**src/rtl/adder_axi_pkg.sv**
```systemverilog
// Shared constants and state type for the adder AXI4-Lite master.
// Offsets, CTRL/STAT encodings, completion codes and the sequencer states.
package adder_axi_pkg;

  localparam logic [7:0] REG_A    = 8'h00;
  localparam logic [7:0] REG_B    = 8'h04;
  localparam logic [7:0] REG_CTRL = 8'h08;
  localparam logic [7:0] REG_STAT = 8'h0C;
  localparam logic [7:0] REG_RES  = 8'h10;

  localparam logic [31:0] CTRL_GO        = 32'hFFFF_FFFF;
  localparam logic [31:0] STAT_DONE_MASK = 32'h0FFF_FFFF;

  localparam logic [1:0] ERR_OK      = 2'd0;
  localparam logic [1:0] ERR_BUS     = 2'd1;
  localparam logic [1:0] ERR_TIMEOUT = 2'd2;

  typedef enum logic [2:0] {
    S_IDLE,
    S_WR_A,
    S_WR_B,
    S_WR_GO,
    S_POLL,
    S_RD_RES,
    S_WR_CLR,
    S_DONE
  } state_e;

  function automatic logic stat_done(input logic [31:0] s);
    return (s & STAT_DONE_MASK) == STAT_DONE_MASK;
  endfunction

endpackage

```
**src/rtl/axi_lite_master_xfer.sv**
```systemverilog
// Single AXI4-Lite transaction engine: one read or write per request.
// done pulses in the response handshake cycle; a new read may start then.
module axi_lite_master_xfer #(
  parameter int AW = 32,
  parameter int DW = 32
) (
  input  logic          clk,
  input  logic          rst,
  input  logic          req,
  input  logic          we,
  input  logic [AW-1:0] addr,
  input  logic [DW-1:0] wdata,
  output logic          done,
  output logic [DW-1:0] rdata,
  output logic [1:0]    resp,
  output logic [AW-1:0] m_axi_awaddr,
  output logic          m_axi_awvalid,
  input  logic          m_axi_awready,
  output logic [DW-1:0] m_axi_wdata,
  output logic [3:0]    m_axi_wstrb,
  output logic          m_axi_wvalid,
  input  logic          m_axi_wready,
  input  logic [1:0]    m_axi_bresp,
  input  logic          m_axi_bvalid,
  output logic          m_axi_bready,
  output logic [AW-1:0] m_axi_araddr,
  output logic          m_axi_arvalid,
  input  logic          m_axi_arready,
  input  logic [DW-1:0] m_axi_rdata,
  input  logic [1:0]    m_axi_rresp,
  input  logic          m_axi_rvalid,
  output logic          m_axi_rready
);

  logic          awvalid_q, awvalid_d;
  logic          wvalid_q, wvalid_d;
  logic          bready_q, bready_d;
  logic          arvalid_q, arvalid_d;
  logic          rready_q, rready_d;
  logic [AW-1:0] addr_q, addr_d;
  logic [DW-1:0] wdata_q, wdata_d;

  logic active, aw_left, w_left, b_hs, r_hs, ar_hs, start;

  // Channel handshakes and next values of every bus flop.
  always_comb begin
    active  = awvalid_q | wvalid_q | bready_q | arvalid_q | rready_q;
    aw_left = awvalid_q & ~m_axi_awready;
    w_left  = wvalid_q & ~m_axi_wready;
    b_hs    = bready_q & m_axi_bvalid;
    r_hs    = rready_q & m_axi_rvalid;
    ar_hs   = arvalid_q & m_axi_arready;
    done    = b_hs | r_hs;
    start   = req & (~active | done);

    awvalid_d = aw_left;
    wvalid_d  = w_left;
    arvalid_d = arvalid_q & ~m_axi_arready;
    bready_d  = (bready_q & ~m_axi_bvalid)
              | ((awvalid_q | wvalid_q) & ~aw_left & ~w_left);
    rready_d  = (rready_q & ~m_axi_rvalid) | ar_hs;
    addr_d    = addr_q;
    wdata_d   = wdata_q;

    if (start) begin
      addr_d  = addr;
      wdata_d = wdata;
      if (we) begin
        awvalid_d = 1'b1;
        wvalid_d  = 1'b1;
      end else begin
        arvalid_d = 1'b1;
      end
    end
  end

  // Bus-side registers; reset drops any in-flight transaction.
  always_ff @(posedge clk or posedge rst) begin
    if (rst) begin
      awvalid_q <= 1'b0;
      wvalid_q  <= 1'b0;
      bready_q  <= 1'b0;
      arvalid_q <= 1'b0;
      rready_q  <= 1'b0;
      addr_q    <= '0;
      wdata_q   <= '0;
    end else begin
      awvalid_q <= awvalid_d;
      wvalid_q  <= wvalid_d;
      bready_q  <= bready_d;
      arvalid_q <= arvalid_d;
      rready_q  <= rready_d;
      addr_q    <= addr_d;
      wdata_q   <= wdata_d;
    end
  end

  assign rdata         = m_axi_rdata;
  assign resp          = r_hs ? m_axi_rresp : m_axi_bresp;
  assign m_axi_awaddr  = addr_q;
  assign m_axi_awvalid = awvalid_q;
  assign m_axi_wdata   = wdata_q;
  assign m_axi_wstrb   = 4'hF;
  assign m_axi_wvalid  = wvalid_q;
  assign m_axi_bready  = bready_q;
  assign m_axi_araddr  = addr_q;
  assign m_axi_arvalid = arvalid_q;
  assign m_axi_rready  = rready_q;

endmodule

```
**src/rtl/adder_axi_master.sv**
```systemverilog
// Sequencer driving the AXI4-Lite adder: A, B, GO, poll, RES, clear.
// One bus request per state; errors abort to DONE without clearing CTRL.
module adder_axi_master
  import adder_axi_pkg::*;
#(
  parameter int C_AXI_ADDR_WIDTH = 32,
  parameter int C_AXI_DATA_WIDTH = 32,
  parameter logic [C_AXI_ADDR_WIDTH-1:0] C_BASE_ADDR = '0,
  parameter int POLL_LIMIT = 1000
) (
  input  logic                        axi_aclk,
  input  logic                        axi_areset,
  input  logic                        cmd_valid,
  output logic                        cmd_ready,
  input  logic [31:0]                 cmd_a,
  input  logic [31:0]                 cmd_b,
  output logic                        res_valid,
  input  logic                        res_ready,
  output logic [31:0]                 res_data,
  output logic [1:0]                  res_err,
  output logic                        busy,
  output logic [C_AXI_ADDR_WIDTH-1:0] m_axi_awaddr,
  output logic                        m_axi_awvalid,
  input  logic                        m_axi_awready,
  output logic [C_AXI_DATA_WIDTH-1:0] m_axi_wdata,
  output logic [3:0]                  m_axi_wstrb,
  output logic                        m_axi_wvalid,
  input  logic                        m_axi_wready,
  input  logic [1:0]                  m_axi_bresp,
  input  logic                        m_axi_bvalid,
  output logic                        m_axi_bready,
  output logic [C_AXI_ADDR_WIDTH-1:0] m_axi_araddr,
  output logic                        m_axi_arvalid,
  input  logic                        m_axi_arready,
  input  logic [C_AXI_DATA_WIDTH-1:0] m_axi_rdata,
  input  logic [1:0]                  m_axi_rresp,
  input  logic                        m_axi_rvalid,
  output logic                        m_axi_rready
);

  localparam int PCW =
    ($clog2(POLL_LIMIT + 1) > 10) ? $clog2(POLL_LIMIT + 1) : 10;

  state_e           state_q, state_d;
  logic [31:0]      a_q, a_d, b_q, b_d;
  logic [31:0]      res_data_q, res_data_d;
  logic [1:0]       res_err_q, res_err_d;
  logic [PCW-1:0]   poll_cnt_q, poll_cnt_d, poll_inc;
  logic             pending_q, pending_d;

  logic                        x_req, x_we, x_done;
  logic [C_AXI_ADDR_WIDTH-1:0] x_addr;
  logic [31:0]                 x_wdata, x_rdata;
  logic [1:0]                  x_resp;
  logic [7:0]                  off;
  logic bus_state, bus_err, stat_ok, poll_last, repoll;

  assign poll_inc  = poll_cnt_q + 1'b1;
  assign poll_last = poll_inc == PCW'(POLL_LIMIT);
  assign bus_err   = x_resp != 2'b00;
  assign stat_ok   = stat_done(x_rdata);
  assign repoll    = (state_q == S_POLL) & x_done & ~bus_err
                   & ~stat_ok & ~poll_last;

  // State register.
  always_ff @(posedge axi_aclk or posedge axi_areset) begin
    if (axi_areset) state_q <= S_IDLE;
    else            state_q <= state_d;
  end

  // Next state plus operand, result and poll-counter updates.
  always_comb begin
    state_d    = state_q;
    a_d        = a_q;
    b_d        = b_q;
    res_data_d = res_data_q;
    res_err_d  = res_err_q;
    poll_cnt_d = poll_cnt_q;
    unique case (state_q)
      S_IDLE: if (cmd_valid) begin
        a_d        = cmd_a;
        b_d        = cmd_b;
        res_data_d = '0;
        res_err_d  = ERR_OK;
        poll_cnt_d = '0;
        state_d    = S_WR_A;
      end
      S_DONE: if (res_ready) state_d = S_IDLE;
      default: if (x_done) begin
        if (bus_err) begin
          res_data_d = '0;
          if (res_err_q == ERR_OK) res_err_d = ERR_BUS;
          state_d = S_DONE;
        end else begin
          unique case (state_q)
            S_WR_A:  state_d = S_WR_B;
            S_WR_B:  state_d = S_WR_GO;
            S_WR_GO: state_d = S_POLL;
            S_POLL: begin
              if (stat_ok) begin
                state_d = S_RD_RES;
              end else if (poll_last) begin
                res_err_d  = ERR_TIMEOUT;
                res_data_d = '0;
                state_d    = S_WR_CLR;
              end else begin
                poll_cnt_d = poll_inc;
              end
            end
            S_RD_RES: begin
              res_data_d = x_rdata;
              state_d    = S_WR_CLR;
            end
            S_WR_CLR: state_d = S_DONE;
            default:  state_d = state_q;
          endcase
        end
      end
    endcase
  end

  // Operand, result, poll count and request-issued flag registers.
  always_ff @(posedge axi_aclk or posedge axi_areset) begin
    if (axi_areset) begin
      a_q        <= '0;
      b_q        <= '0;
      res_data_q <= '0;
      res_err_q  <= ERR_OK;
      poll_cnt_q <= '0;
      pending_q  <= 1'b0;
    end else begin
      a_q        <= a_d;
      b_q        <= b_d;
      res_data_q <= res_data_d;
      res_err_q  <= res_err_d;
      poll_cnt_q <= poll_cnt_d;
      pending_q  <= pending_d;
    end
  end

  // Handshake outputs and the per-state bus request.
  always_comb begin
    cmd_ready = 1'b0;
    res_valid = 1'b0;
    bus_state = 1'b1;
    x_we      = 1'b1;
    off       = REG_A;
    x_wdata   = '0;
    unique case (state_q)
      S_IDLE: begin
        cmd_ready = 1'b1;
        bus_state = 1'b0;
      end
      S_WR_A: begin
        off     = REG_A;
        x_wdata = a_q;
      end
      S_WR_B: begin
        off     = REG_B;
        x_wdata = b_q;
      end
      S_WR_GO: begin
        off     = REG_CTRL;
        x_wdata = CTRL_GO;
      end
      S_POLL: begin
        off  = REG_STAT;
        x_we = 1'b0;
      end
      S_RD_RES: begin
        off  = REG_RES;
        x_we = 1'b0;
      end
      S_WR_CLR: begin
        off     = REG_CTRL;
        x_wdata = '0;
      end
      S_DONE: begin
        res_valid = 1'b1;
        bus_state = 1'b0;
      end
    endcase
    busy      = state_q != S_IDLE;
    x_addr    = C_BASE_ADDR + C_AXI_ADDR_WIDTH'(off);
    x_req     = bus_state & (~pending_q | repoll);
    pending_d = x_req | (pending_q & ~x_done);
  end

  assign res_data = res_data_q;
  assign res_err  = res_err_q;

  axi_lite_master_xfer #(
    .AW (C_AXI_ADDR_WIDTH),
    .DW (C_AXI_DATA_WIDTH)
  ) u_xfer (
    .clk           (axi_aclk),
    .rst           (axi_areset),
    .req           (x_req),
    .we            (x_we),
    .addr          (x_addr),
    .wdata         (x_wdata),
    .done          (x_done),
    .rdata         (x_rdata),
    .resp          (x_resp),
    .m_axi_awaddr  (m_axi_awaddr),
    .m_axi_awvalid (m_axi_awvalid),
    .m_axi_awready (m_axi_awready),
    .m_axi_wdata   (m_axi_wdata),
    .m_axi_wstrb   (m_axi_wstrb),
    .m_axi_wvalid  (m_axi_wvalid),
    .m_axi_wready  (m_axi_wready),
    .m_axi_bresp   (m_axi_bresp),
    .m_axi_bvalid  (m_axi_bvalid),
    .m_axi_bready  (m_axi_bready),
    .m_axi_araddr  (m_axi_araddr),
    .m_axi_arvalid (m_axi_arvalid),
    .m_axi_arready (m_axi_arready),
    .m_axi_rdata   (m_axi_rdata),
    .m_axi_rresp   (m_axi_rresp),
    .m_axi_rvalid  (m_axi_rvalid),
    .m_axi_rready  (m_axi_rready)
  );

endmodule

```
**config.mk**
```make
export PLATFORM = sky130hd
export DESIGN_NAME = adder_axi_master
export DESIGN_NICKNAME = d
export VERILOG_FILES = /design/src/rtl/adder_axi_pkg.sv /design/src/rtl/axi_lite_master_xfer.sv /design/src/rtl/adder_axi_master.sv
export SDC_FILE = /design/constraint.sdc
export NUM_CORES = 1
export LEC_CHECK = 0
export ABC_AREA = 1
export CAP_MARGIN = 0
export CORE_MARGIN = 2
export CORE_UTILIZATION = 40
export DETAILED_ROUTE_END_ITERATION = 16
export PLACE_DENSITY = 0.68
export SLEW_MARGIN = 20
export SYNTH_ARGS = -nofsm -noshare
export SYNTH_HDL_FRONTEND = slang
export SYNTH_HIERARCHICAL = 1
export SYNTH_SLANG_ARGS = --single-unit
```
**constraint.sdc**
```tcl
create_clock -name axi_aclk -period 10.7 [get_ports axi_aclk]
set_input_delay 2.675 -clock axi_aclk [delete_from_list [all_inputs] [get_ports axi_aclk]]
set_output_delay 2.675 -clock axi_aclk [all_outputs]
set_load 0.02 [all_outputs]
```
==> impl_results.md, run 1 <==
* Status: completed
* Multi-input gate area in the final layout at around 3400 um2
* Fmax at ~160 MHz
* Worst Skew at about 0.013 ns
* Synthesized area per cell at just under 8 um2
* DP HPWL at ~16000 um
* Crit path capture type: flop
* Clock transition at the registers of the reported paths at roughly 0.080 ns
* Crit path arrival time at between 6 and 7 ns
* Post-route DRC at 0
* Die Span X at around 150 um
* Slew @ Worst Pin at just under 1 ns
* Hold_buf cts at 0
* Worst slew margin at 33.8%
* Max-Cap Viols at 0
* WHS at approximately 0.47 ns
* Pleak at slightly below 6 nW
* Inserted Diodes at 0
* Period minus WS final at 6.16 ns
* Worst Path Max Fanout at 67
* Post-synth EDFFs at 0
* Placed insts at 1587
* Final period util at roughly 58%
* Commonest non-fill, non-tap cell in the layout: nand2_1
* Core area at ~22000 um2
* Post-CTS Setup Inserts at 0
* Vias at 7644
* Hold Crit Class: reg2reg
* Distinct cells, synth at 34
* Main synth FF type: dfrtp_1
* Worst Path Required at about 11 ns
* Iteration-0 DRC Markers at ~360
* Pins Over Slew Limit at 0
* Die Area at around 24000 um2
* Routed WL at approximately 23000 um
* DR vias/cell at about 4.7
* Critical Path Source Type: primary input
* Nets at roughly 1400
* CTS Root Cell: clkbuf_16
* Largest net degree at the start of global routing at roughly 110
* Die Height at about 150 um
* Total GRT Usage at roughly 20%
* Ports at about 250
* Share of cells above drive strength 1 at around 5.5%
* Antenna Nets Post-Route at 0
* Clk sinks at between 150 and 200
* Most frequent cells in the layout: 394 x nand2_1, 246 x clkdlybuf4s50_1, 181 x dfrtp_1
* CTS buffer count at 17
* Total area of sequential cells at 4530 um2
* Power density cells at 277 nW/um2
* Synthesized cell area at just over 9000 um2
* Ys async rst share at between 90% and 100%
* Overflow after GRT at 0
* RSZ-0062 raised after global routing: no
* Vias in the first global route at between 7000 and 8000
* Final Non-Filler Cells at 1619
* Clk buf depth at 2
* Ys Warns at 6
* Routability cong. at ~0.86
* Initial core utilization at 40.5%
* Htree depth at 4
* Initial antenna violation count at 0
* # setup viols final at 0
* Yosys reg bits at roughly 180
* Filler cells at about 2200
* Cell row count at 55
* First-pass GRT wire length at 38300 um
* Mapped Cells at around 1100
* Post-synthesis sequential area ratio at 49.9%
* Fin Setup TNS at 0 ns
* CTS tree: yes
* Final Hold Fails at 0
* Cells resized by post-CTS repair at 0
* Clock Latency Late Sink at about 0.44 ns
* # port buffers at around 250
* First-pass DRT Iterations at 4
* Crit path kind: in2reg
* Wire per inst at between 10 and 15 um
* Layout area overhead at 30.8%
* Worst IR Drop VDD at 0.144 mV
## per-stage QoR
step	setup WS (ns)	total power [mW]	util, %	area (um2)
finish	4.54	3.29	53.0	11900
global route	4.24	3.53	53.0	11900
CTS	4.58	3.33	52.9	11900
detailed placement	4.14	2.65	50.0	11200
global placement	4.30	2.62	50.0	11200
floorplan	5.07	2.16	-	9200
## power breakdown
part / switching [mW] / internal (mW)
Clock: 0.322 / 0.346
Sequential: 0.152 / 0.938
Combinational: 0.951 / 0.584
## worst max-delay path, stage by stage
cell and delay, ns:
clkdlybuf4s50_1 0.44, nand2_2 0.11, mux2_2 0.33, nor2_1 0.56
nand3_1 0.28, nor2_4 0.27, nand2_2 0.12, nand2_1 0.07
nand2_1 0.07, inv_2 0.05, buf_4 0.58, nand2_4 0.56
nand2_1 0.20, nand2_1 0.07
## cells in the mapped netlist (2+ instances only)
cell type  count  area, um2
a21oi_1        3       15.0
inv_2          6       22.5
nand3b_1       3       22.5
dfrtp_1      181       4530
buf_2         24        120
buf_4         73        548
inv_1        106        398
nand3_2        2       20.0
nand3_1      118        591
o221ai_1      10       87.6
nor2_2         4       25.0
nand2_1      396       1490
nor2_1        67        251
buf_1          3       11.3
buf_6          8       90.1
nand2_4        3       33.8
mux2_2         2       22.5
o22ai_1        3       18.8
o21ai_1        7       35.0
clkbuf_1      20       75.1
nand4_1       10       62.6
o21ai_0       58        290
conb_1         2       7.51
o21bai_1      20        150
nor2_4         4       45.0
nand2_2        6       37.5
## layer usage
metal  share of wire, %  global-route usage, %  up-vias
li1                   -                      -     3829
met1                 45                   26.5     3595
met2                 49                   34.1      202
met3                4.2                   3.64       18
met4                1.3                   5.20        0
met5                  0                      0        -
## final timing paths
check,start,to,slack (ns),cells past startpoint
setup / recovery,m_axi_rvalid,u_xfer/m_axi_wdata[7]$_DFFE_PP0P_,4.54,14
hold / removal,res_data[25]$_DFFE_PP0P_,res_data[25]$_DFFE_PP0P_,0.47,2
setup reg to reg,u_xfer/m_axi_rready$_DFF_PP0_,u_xfer/m_axi_wdata[7]$_DFFE_PP0P_,6.78,13
hold reg to reg,res_data[25]$_DFFE_PP0P_,res_data[25]$_DFFE_PP0P_,0.47,2
max in group asynchronous,axi_areset,res_data[14]$_DFFE_PP0P_,6.76,3
min in group asynchronous,axi_areset,a_q[1]$_DFFE_PP0P_,2.78,2
## final cells by class
type	count	share of cell area (%)
multi-input cells	757	28.7
clock buffers	17	3.58
flip-flops and latches	181	38.1
well taps	285	3.00
inverters	112	3.57
clock inverters	15	1.92
repair buffers	252	21.1
## state kept, by name, indices dropped and copies added, names as in the netlist
name and cells:
u_xfer/m_axi_wvalid 1, res_err 2, u_xfer/m_axi_arvalid 1, u_xfer/m_axi_awvalid 1
res_data 32, a_q 32, b_q 32, u_xfer/m_axi_wdata 32
state_q 3, poll_cnt_q 10, pending_q 1, u_xfer/m_axi_araddr 32
u_xfer/m_axi_bready 1, u_xfer/m_axi_rready 1
## cells by family after synthesis
| group | share of synthesized area, % |
|---|---|
| compound gates | 7.05 |
| flops | 49.9 |
| xor+xnor | 0.0964 |
| mux | 0.248 |
| other cells | 0.0827 |
| simple gates | 28.6 |
| fa+ha+maj | 0.138 |
| buf+inv | 13.9 |
(Power assumes the default switching activity.)
==> inputs of run 2 (changes only) <==
==> constraint.sdc (replaced) <==
create_clock -name axi_aclk -period 5.8 [get_ports axi_aclk]
set_input_delay 1.45 -clock axi_aclk [delete_from_list [all_inputs] [get_ports axi_aclk]]
set_output_delay 1.45 -clock axi_aclk [all_outputs]
set_load 0.02 [all_outputs]
==> impl_results.md, run 2 (synthesis gave the netlist of run 1 again) <==
* Status: completed (unchanged)
* # port buffers at 246 (unchanged)
* Initial antenna violation count at 1 (was 0)
* DR vias/cell at 4.72 (about the same)
* Hold_buf cts at 0 (unchanged)
* Pleak at 5.89 nW (was 5.91 nW)
* CTS buffer count at 17 (unchanged)
* Final Hold Fails at 0 (unchanged)
* Ports at 251 (unchanged)
* Most frequent cells in the layout: 394 x nand2_1, 246 x clkdlybuf4s50_1, 181 x dfrtp_1 (unchanged)
* Fin Setup TNS at 0 ns (unchanged)
* Largest net degree at the start of global routing at 107 (was 108)
* Iteration-0 DRC Markers at 483 (was 363)
* Total area of sequential cells at 4530 um2 (unchanged)
* Post-route DRC at 0 (unchanged)
* Final period util at approximately 74%
* Clk buf depth at 2 (unchanged)
* Die Area at 23900 um2 (unchanged)
* P_sw at 2.58 mW (was 1.42 mW)
* Post-CTS Setup Inserts at 0 (unchanged)
* Cell row count at 55 (unchanged)
* Cells resized by post-CTS repair at 0 (unchanged)
* Slew @ Worst Pin at 0.944 ns (was 0.991 ns)
* Share of cells above drive strength 1 at 5.62% (was 5.55%)
* Reg2reg start: u_xfer/m_axi_rready$_DFF_PP0_ (unchanged)
* Register share of total power at 33.5% (was 33.1%)
* Crit path capture type: flop (unchanged)
* Fmax at between 200 and 250 MHz
* Crit path arrival time at 4.67 ns (was 6.49 ns)
* Setup crit end: u_xfer/m_axi_wdata[2]$_DFFE_PP0P_ (was u_xfer/m_axi_wdata[7]$_DFFE_PP0P_)
* Layout area overhead at 30.3% (was 30.8%)
* Multi-input gate area in the final layout at 3410 um2 (unchanged)
* Internal Dissipation at 3.40 mW (was 1.87 mW)
* Clk sinks at 181 (unchanged)
* Clock Latency Late Sink at 0.43 ns (was 0.44 ns)
* Power density cells at 505 nW/um2 (was 277 nW/um2)
* Antenna Nets Post-Route at 0 (unchanged)
* Worst slew margin at 37.0% (was 33.8%)
* Worst R2R End: u_xfer/m_axi_wdata[2]$_DFFE_PP0P_ (was u_xfer/m_axi_wdata[7]$_DFFE_PP0P_)
* Sw Ratio at 43.2% (was 43.3%)
* Worst Path Required at 6.17 ns (was 11.03 ns)
* Flop2flop setup slack at 2.52 ns (was 6.78 ns)
* Htree depth at 4 (unchanged)
* Overflow after GRT at 0 (unchanged)
* First-pass DRT Iterations at 5 (was 4)
* Pins Over Slew Limit at 0 (unchanged)
* # setup viols final at 0 (unchanged)
* Routability cong. at 0.849 (was 0.858)
* Final WS setup at 1.50 ns (was 4.54 ns)
* Clock transition at the registers of the reported paths at 0.08 ns (about the same)
* Hold Crit Class: reg2reg (unchanged)
* Die Height at 155 um (unchanged)
* Initial core utilization at 40.5% (unchanged)
* Total GRT Usage at 20.0% (about the same)
* Comb pwr share at 47.3% (was 46.6%)
* Wire per inst at 14.4 um (was 14.5 um)
* RSZ-0062 raised after global routing: no (unchanged)
* Depth of the most critical reg-to-reg path at 12 (was 13)
* Max-Cap Viols at 0 (unchanged)
* Worst IR Drop VDD at 0.236 mV (was 0.144 mV)
* Nets at 1432 (was 1431)
* Worst Path Max Fanout at 66 (was 67)
* Crit path kind: in2reg (unchanged)
* CTS tree: yes (unchanged)
* Vias at 7658 (was 7644)
* First-pass GRT wire length at 38100 um (was 38300 um)
* Filler cells at 2178 (was 2176)
* Clock power frac at 19.1% (was 20.3%)
* Worst Skew at 0.0123 ns (was 0.0133 ns)
* Core area at 22400 um2 (unchanged)
* Die Span X at 155 um (unchanged)
* Commonest non-fill, non-tap cell in the layout: nand2_1 (unchanged)
* Critical Path Source Type: primary input (unchanged)
* Routed WL at 23300 um (was 23500 um)
* Crit. Startpoint: m_axi_rvalid (unchanged)
* DP Worst Slack at 1.12 ns (was 4.14 ns)
* DP HPWL at 15800 um (was 15900 um)
* Period minus WS final at approximately 4.3 ns
* Vias in the first global route at 7495 (was 7382)
* CTS Root Cell: clkbuf_16 (unchanged)
[run 2: cell count changes in the layout (fill, tap and decap cells not counted)]
cell	delta
buf_4	+1
bufinv_16	-1
clkbuf_8	+1
clkinv_4	+2
clkinv_8	-4
clkinvlp_4	+2
diode_2	+1
inv_12	-1
inv_8	+1
[run 2: worst min path at each step]
stage / startpoint / depth (start not counted) / slack [ns] / endpoint
after floorplan: a_q[31]$_DFFE_PP0P_ / 2 / 0.44 / a_q[31]$_DFFE_PP0P_
after global placement: res_data[4]$_DFFE_PP0P_ / 2 / 0.45 / res_data[4]$_DFFE_PP0P_
after detailed placement: res_data[0]$_DFFE_PP0P_ / 2 / 0.46 / res_data[0]$_DFFE_PP0P_
after CTS: res_data[5]$_DFFE_PP0P_ / 2 / 0.48 / res_data[5]$_DFFE_PP0P_
after global routing: u_xfer/m_axi_wdata[23]$_DFFE_PP0P_ / 2 / 0.49 / u_xfer/m_axi_wdata[23]$_DFFE_PP0P_
final: res_data[27]$_DFFE_PP0P_ / 2 / 0.47 / res_data[27]$_DFFE_PP0P_
[run 2: power groups by stage]
stage                     clock network (mW)  logic, mW  registers (mW)
after global routing                    1.23       3.12            2.07
final                                   1.14       2.83            2.01
after global placement                     0       2.82            2.02
after CTS                               1.18       2.86            2.01
after detailed placement                   0       2.85            2.03
after floorplan                            0       1.75            2.23
[run 2: metrics by stage]
step	hold WS (ns)	std cells	util (%)	area, um2	total power, mW
after floorplan	0.443	1178	-	9200	3.98
after global placement	0.455	1588	50.1	11200	4.83
after detailed placement	0.457	1588	50.1	11200	4.89
after CTS	0.476	1620	52.7	11800	6.05
after global routing	0.489	1621	52.8	11800	6.42
final	0.472	1621	52.8	11800	5.98
[run 2: layout make-up]
| cell class | instances | area share (%) |
|---|---|---|
| flip-flops and latches | 181 | 38.3 |
| multi-input cells | 757 | 28.8 |
| repair buffers | 253 | 21.2 |
| clock buffers | 18 | 3.71 |
| inverters | 112 | 3.58 |
| well taps | 285 | 3.01 |
| clock inverters | 14 | 1.35 |
| diodes | 1 | 0.0211 |
[run 2: layer usage]
| layer | up-vias | GRT usage [%] | routed length [um] |
|---|---|---|---|
| met5 | - | 0 | 0 |
| met4 | 0 | 6.70 | 393 |
| met3 | 27 | 3.45 | 912 |
| met2 | 197 | 33.5 | 11500 |
| met1 | 3597 | 26.3 | 10500 |
| li1 | 3837 | - | - |
[run 2: worst max-delay path, cell delays in order]
cell and delay (ns):
clkdlybuf4s50_1 0.44, nand2_2 0.11, mux2_2 0.33, nor2_1 0.53, nand3_1 0.29, nor2_4 0.27, nand2_2 0.12, nand2_1 0.07
nand2_1 0.07, inv_2 0.08, buf_4 0.60, nand3_1 0.17, nand2_1 0.11
==> inputs of run 3 (changes only) <==
--- a/config.mk
+++ b/config.mk
@@ -10,7 +10,7 @@
 export CORE_MARGIN = 2
 export CORE_UTILIZATION = 40
 export DETAILED_ROUTE_END_ITERATION = 16
-export PLACE_DENSITY = 0.68
+export PLACE_DENSITY = 0.71
 export SLEW_MARGIN = 20
 export SYNTH_ARGS = -nofsm -noshare
 export SYNTH_HDL_FRONTEND = slang
==> constraint.sdc (replaced) <==
create_clock -name axi_aclk -period 3.5 [get_ports axi_aclk]
set_input_delay 0.875 -clock axi_aclk [delete_from_list [all_inputs] [get_ports axi_aclk]]
set_output_delay 0.875 -clock axi_aclk [all_outputs]
set_load 0.02 [all_outputs]
==> impl_results.md, run 3 (synthesis gave the netlist of run 1 again) <==
* Nets at 1443 (was 1432)
* Design area at 12000 um2 (was 11800 um2)
* Critical Path Source Type: flop (was primary input)
* Clk sinks at 181 (unchanged)
* Share of cells above drive strength 1 at 6.24% (was 5.62%)
* Ports at 251 (unchanged)
* WHS Endpoint: a_q[23]$_DFFE_PP0P_ (was res_data[27]$_DFFE_PP0P_)
* Routability cong. at 0.832 (was 0.849)
* Layout area overhead at 31.6% (was 30.3%)
* Htree depth at 4 (unchanged)
* Final period util at between 90% and 100%
* Overflow after GRT at 0 (unchanged)
* Clock transition at the registers of the reported paths at 0.07 ns (was 0.08 ns)
* Slowest stage delay, CP at 0.67 ns (was 0.60 ns)
* Initial antenna violation count at 1 (unchanged)
* Flop2flop setup slack at 1.04 ns (was 2.52 ns)
* Hold Crit Class: reg2reg (unchanged)
* Period minus WS final at approximately 3.2 ns
* Die Span X at 155 um (unchanged)
* First-pass GRT wire length at 37700 um (was 38100 um)
* Vias in the first global route at 7377 (was 7495)
* Power density cells at 838 nW/um2 (was 505 nW/um2)
* Pins Over Slew Limit at 0 (unchanged)
* Final Non-Filler Cells at 1632 (was 1621)
* Placed insts at 1599 (was 1588)
* Post-CTS Setup Inserts at 0 (unchanged)
* Clk buf depth at 2 (unchanged)
* Final WS setup at 0.332 ns (was 1.50 ns)
* Worst IR Drop VDD at 0.351 mV (was 0.236 mV)
* DP HPWL at 16300 um (was 15800 um)
* # port buffers at 246 (unchanged)
* RSZ-0062 raised after global routing: no (unchanged)
* Min-delay src: a_q[23]$_DFFE_PP0P_ (was res_data[27]$_DFFE_PP0P_)
* Worst Skew at 0.0135 ns (was 0.0123 ns)
* Critical-path top delay cell: clkdlybuf4s50_1 (was buf_4)
* Routed WL at 23100 um (was 23300 um)
* Sw Ratio at 42.9% (was 43.2%)
* Most frequent cells in the layout: 396 x nand2_1, 246 x clkdlybuf4s50_1, 181 x dfrtp_1 (was 394 x nand2_1, 246 x clkdlybuf4s50_1, 181 x dfrtp_1)
* Die Height at 155 um (unchanged)
* Post-route DRC at 0 (unchanged)
* Worst slew margin at 28.8% (was 37.0%)
* Fmax at about 320 MHz
* Core Util, Final at 53.3% (was 52.8%)
* Crit path capture type: output pin (was flop)
* Worst path buffer plus inverter count at 3 (unchanged)
* Register share of total power at 33.3% (was 33.5%)
* Core area at 22400 um2 (unchanged)
* Status: completed (unchanged)
* Crit path arrival time at 2.29 ns (was 4.67 ns)
* Initial core utilization at 40.5% (unchanged)
* Crit path kind: reg2out (was in2reg)
* Vias at 7665 (was 7658)
* Comb pwr share at 48.0% (was 47.3%)
* Total GRT Usage at 19.6% (was 20.0%)
* CTS Root Cell: clkbuf_16 (unchanged)
* Fin Setup TNS at 0 ns (unchanged)
* Hold_buf cts at 0 (unchanged)
* Cells resized by post-CTS repair at 0 (unchanged)
* Clock power frac at 18.7% (was 19.1%)
* Worst Hold Path Cells at 2 (unchanged)
* Cell row count at 55 (unchanged)
* CTS buffer count at 17 (unchanged)
* Largest net degree at the start of global routing at 113 (was 107)
* # setup viols final at 0 (unchanged)
* Commonest non-fill, non-tap cell in the layout: nand2_1 (unchanged)
* DR vias/cell at 4.70 (was 4.72)
* Final Hold Fails at 0 (unchanged)
* CTS tree: yes (unchanged)
* CP delay by family, top: buffers and inverters (was simple AND/OR/NAND/NOR gates)
* Reg2reg start: poll_cnt_q[0]$_DFFE_PP0P_ (was u_xfer/m_axi_rready$_DFF_PP0_)
* First-pass DRT Iterations at 5 (unchanged)
* Depth of the most critical reg-to-reg path at 18 (was 12)
* DP Worst Slack at 0.173 ns (was 1.12 ns)
* Pleak at 5.95 nW (was 5.89 nW)
* CP Cell Sequence: inv_2 -> nand2_2 -> inv_1 -> clkdlybuf4s50_1 (was clkdlybuf4s50_1 -> nand2_2 -> mux2_2 -> nor2_1 -> nand3_1 -> nor2_4 -> nand2_2 -> nand2_1 -> nand2_1 -> inv_2 -> buf_4 -> nand3_1 -> nand2_1)
* Worst R2R End: u_xfer/m_axi_wdata[6]$_DFFE_PP0P_ (was u_xfer/m_axi_wdata[2]$_DFFE_PP0P_)
* Slew @ Worst Pin at 1.07 ns (was 0.944 ns)
* Worst Path Required at 2.62 ns (was 6.17 ns)
* Die Area at 23900 um2 (unchanged)
* Iteration-0 DRC Markers at 408 (was 483)
* Max-Cap Viols at 0 (unchanged)
* Placed inst area at 11400 um2 (was 11200 um2)
* Clock Latency Late Sink at 0.43 ns (about the same)
* Antenna Nets Post-Route at 0 (unchanged)
* Internal Dissipation at 5.72 mW (was 3.40 mW)
* Worst Path Max Fanout at 14 (was 66)
* P_sw at 4.29 mW (was 2.58 mW)
* Wire per inst at 14.2 um (was 14.4 um)
[run 3: cell count changes in the layout (fill, tap and decap cells not counted)]
cell	change
inv_8	+1
clkinv_2	+1
buf_12	+4
clkinvlp_4	+1
buf_4	+7
nand2_1	+2
clkbuf_8	-1
nand2_2	-2
clkinv_8	-1
clkinv_4	+1
inv_4	-1
inv_6	-1
[run 3: routing by layer]
metal	share of wire (%)	global-route usage (%)	vias to the layer above
met5	0	0	-
met4	2.8	8.20	0
met3	4.5	3.00	38
met2	49	33.2	237
met1	44	25.3	3539
li1	-	-	3851
[run 3: worst max-delay path by stage]
stage | start | end | depth (start not counted)
5_1_grt | state_q[2]$_DFFE_PP0P_ | cmd_ready | 4
3_3_place_gp | m_axi_rvalid | u_xfer/m_axi_awvalid$_DFF_PP0_ | 13
6_report | state_q[2]$_DFFE_PP0P_ | cmd_ready | 4
4_1_cts | state_q[2]$_DFFE_PP0P_ | cmd_ready | 4
3_5_place_dp | m_axi_rvalid | u_xfer/m_axi_wvalid$_DFF_PP0_ | 13
2_1_floorplan | m_axi_rvalid | u_xfer/m_axi_wdata[3]$_DFFE_PP0P_ | 13
[run 3: area by class of cell]
type | instances | area, um2
repair buffers | 264 | 2650
clock buffers | 17 | 425
inverters | 112 | 425
fillers | 2120 | 10500
multi-input cells | 757 | 3410
flip-flops and latches | 181 | 4530
well taps | 285 | 357
diodes | 1 | 2.50
clock inverters | 15 | 160
[run 3: power by group through the flow]
stage	logic (mW)	clock network (mW)	registers, mW
finish	4.81	1.87	3.33
global route	5.27	2.02	3.43
CTS	4.86	1.93	3.34
detailed placement	4.85	0	3.37
global placement	4.76	0	3.35
floorplan	2.91	0	3.69
[run 3: worst min-delay path: stages (launching register included)]
cell and delay [ns]:
dfrtp_1 0.35, nand2_1 0.05, nand2_1 0.04
[run 3: metrics by stage]
step	hold WS, ns	total power, mW
6_report	0.473	10.0
2_1_floorplan	0.443	6.60
4_1_cts	0.477	10.1
3_3_place_gp	0.455	8.12
3_5_place_dp	0.459	8.22
5_1_grt	0.500	10.7
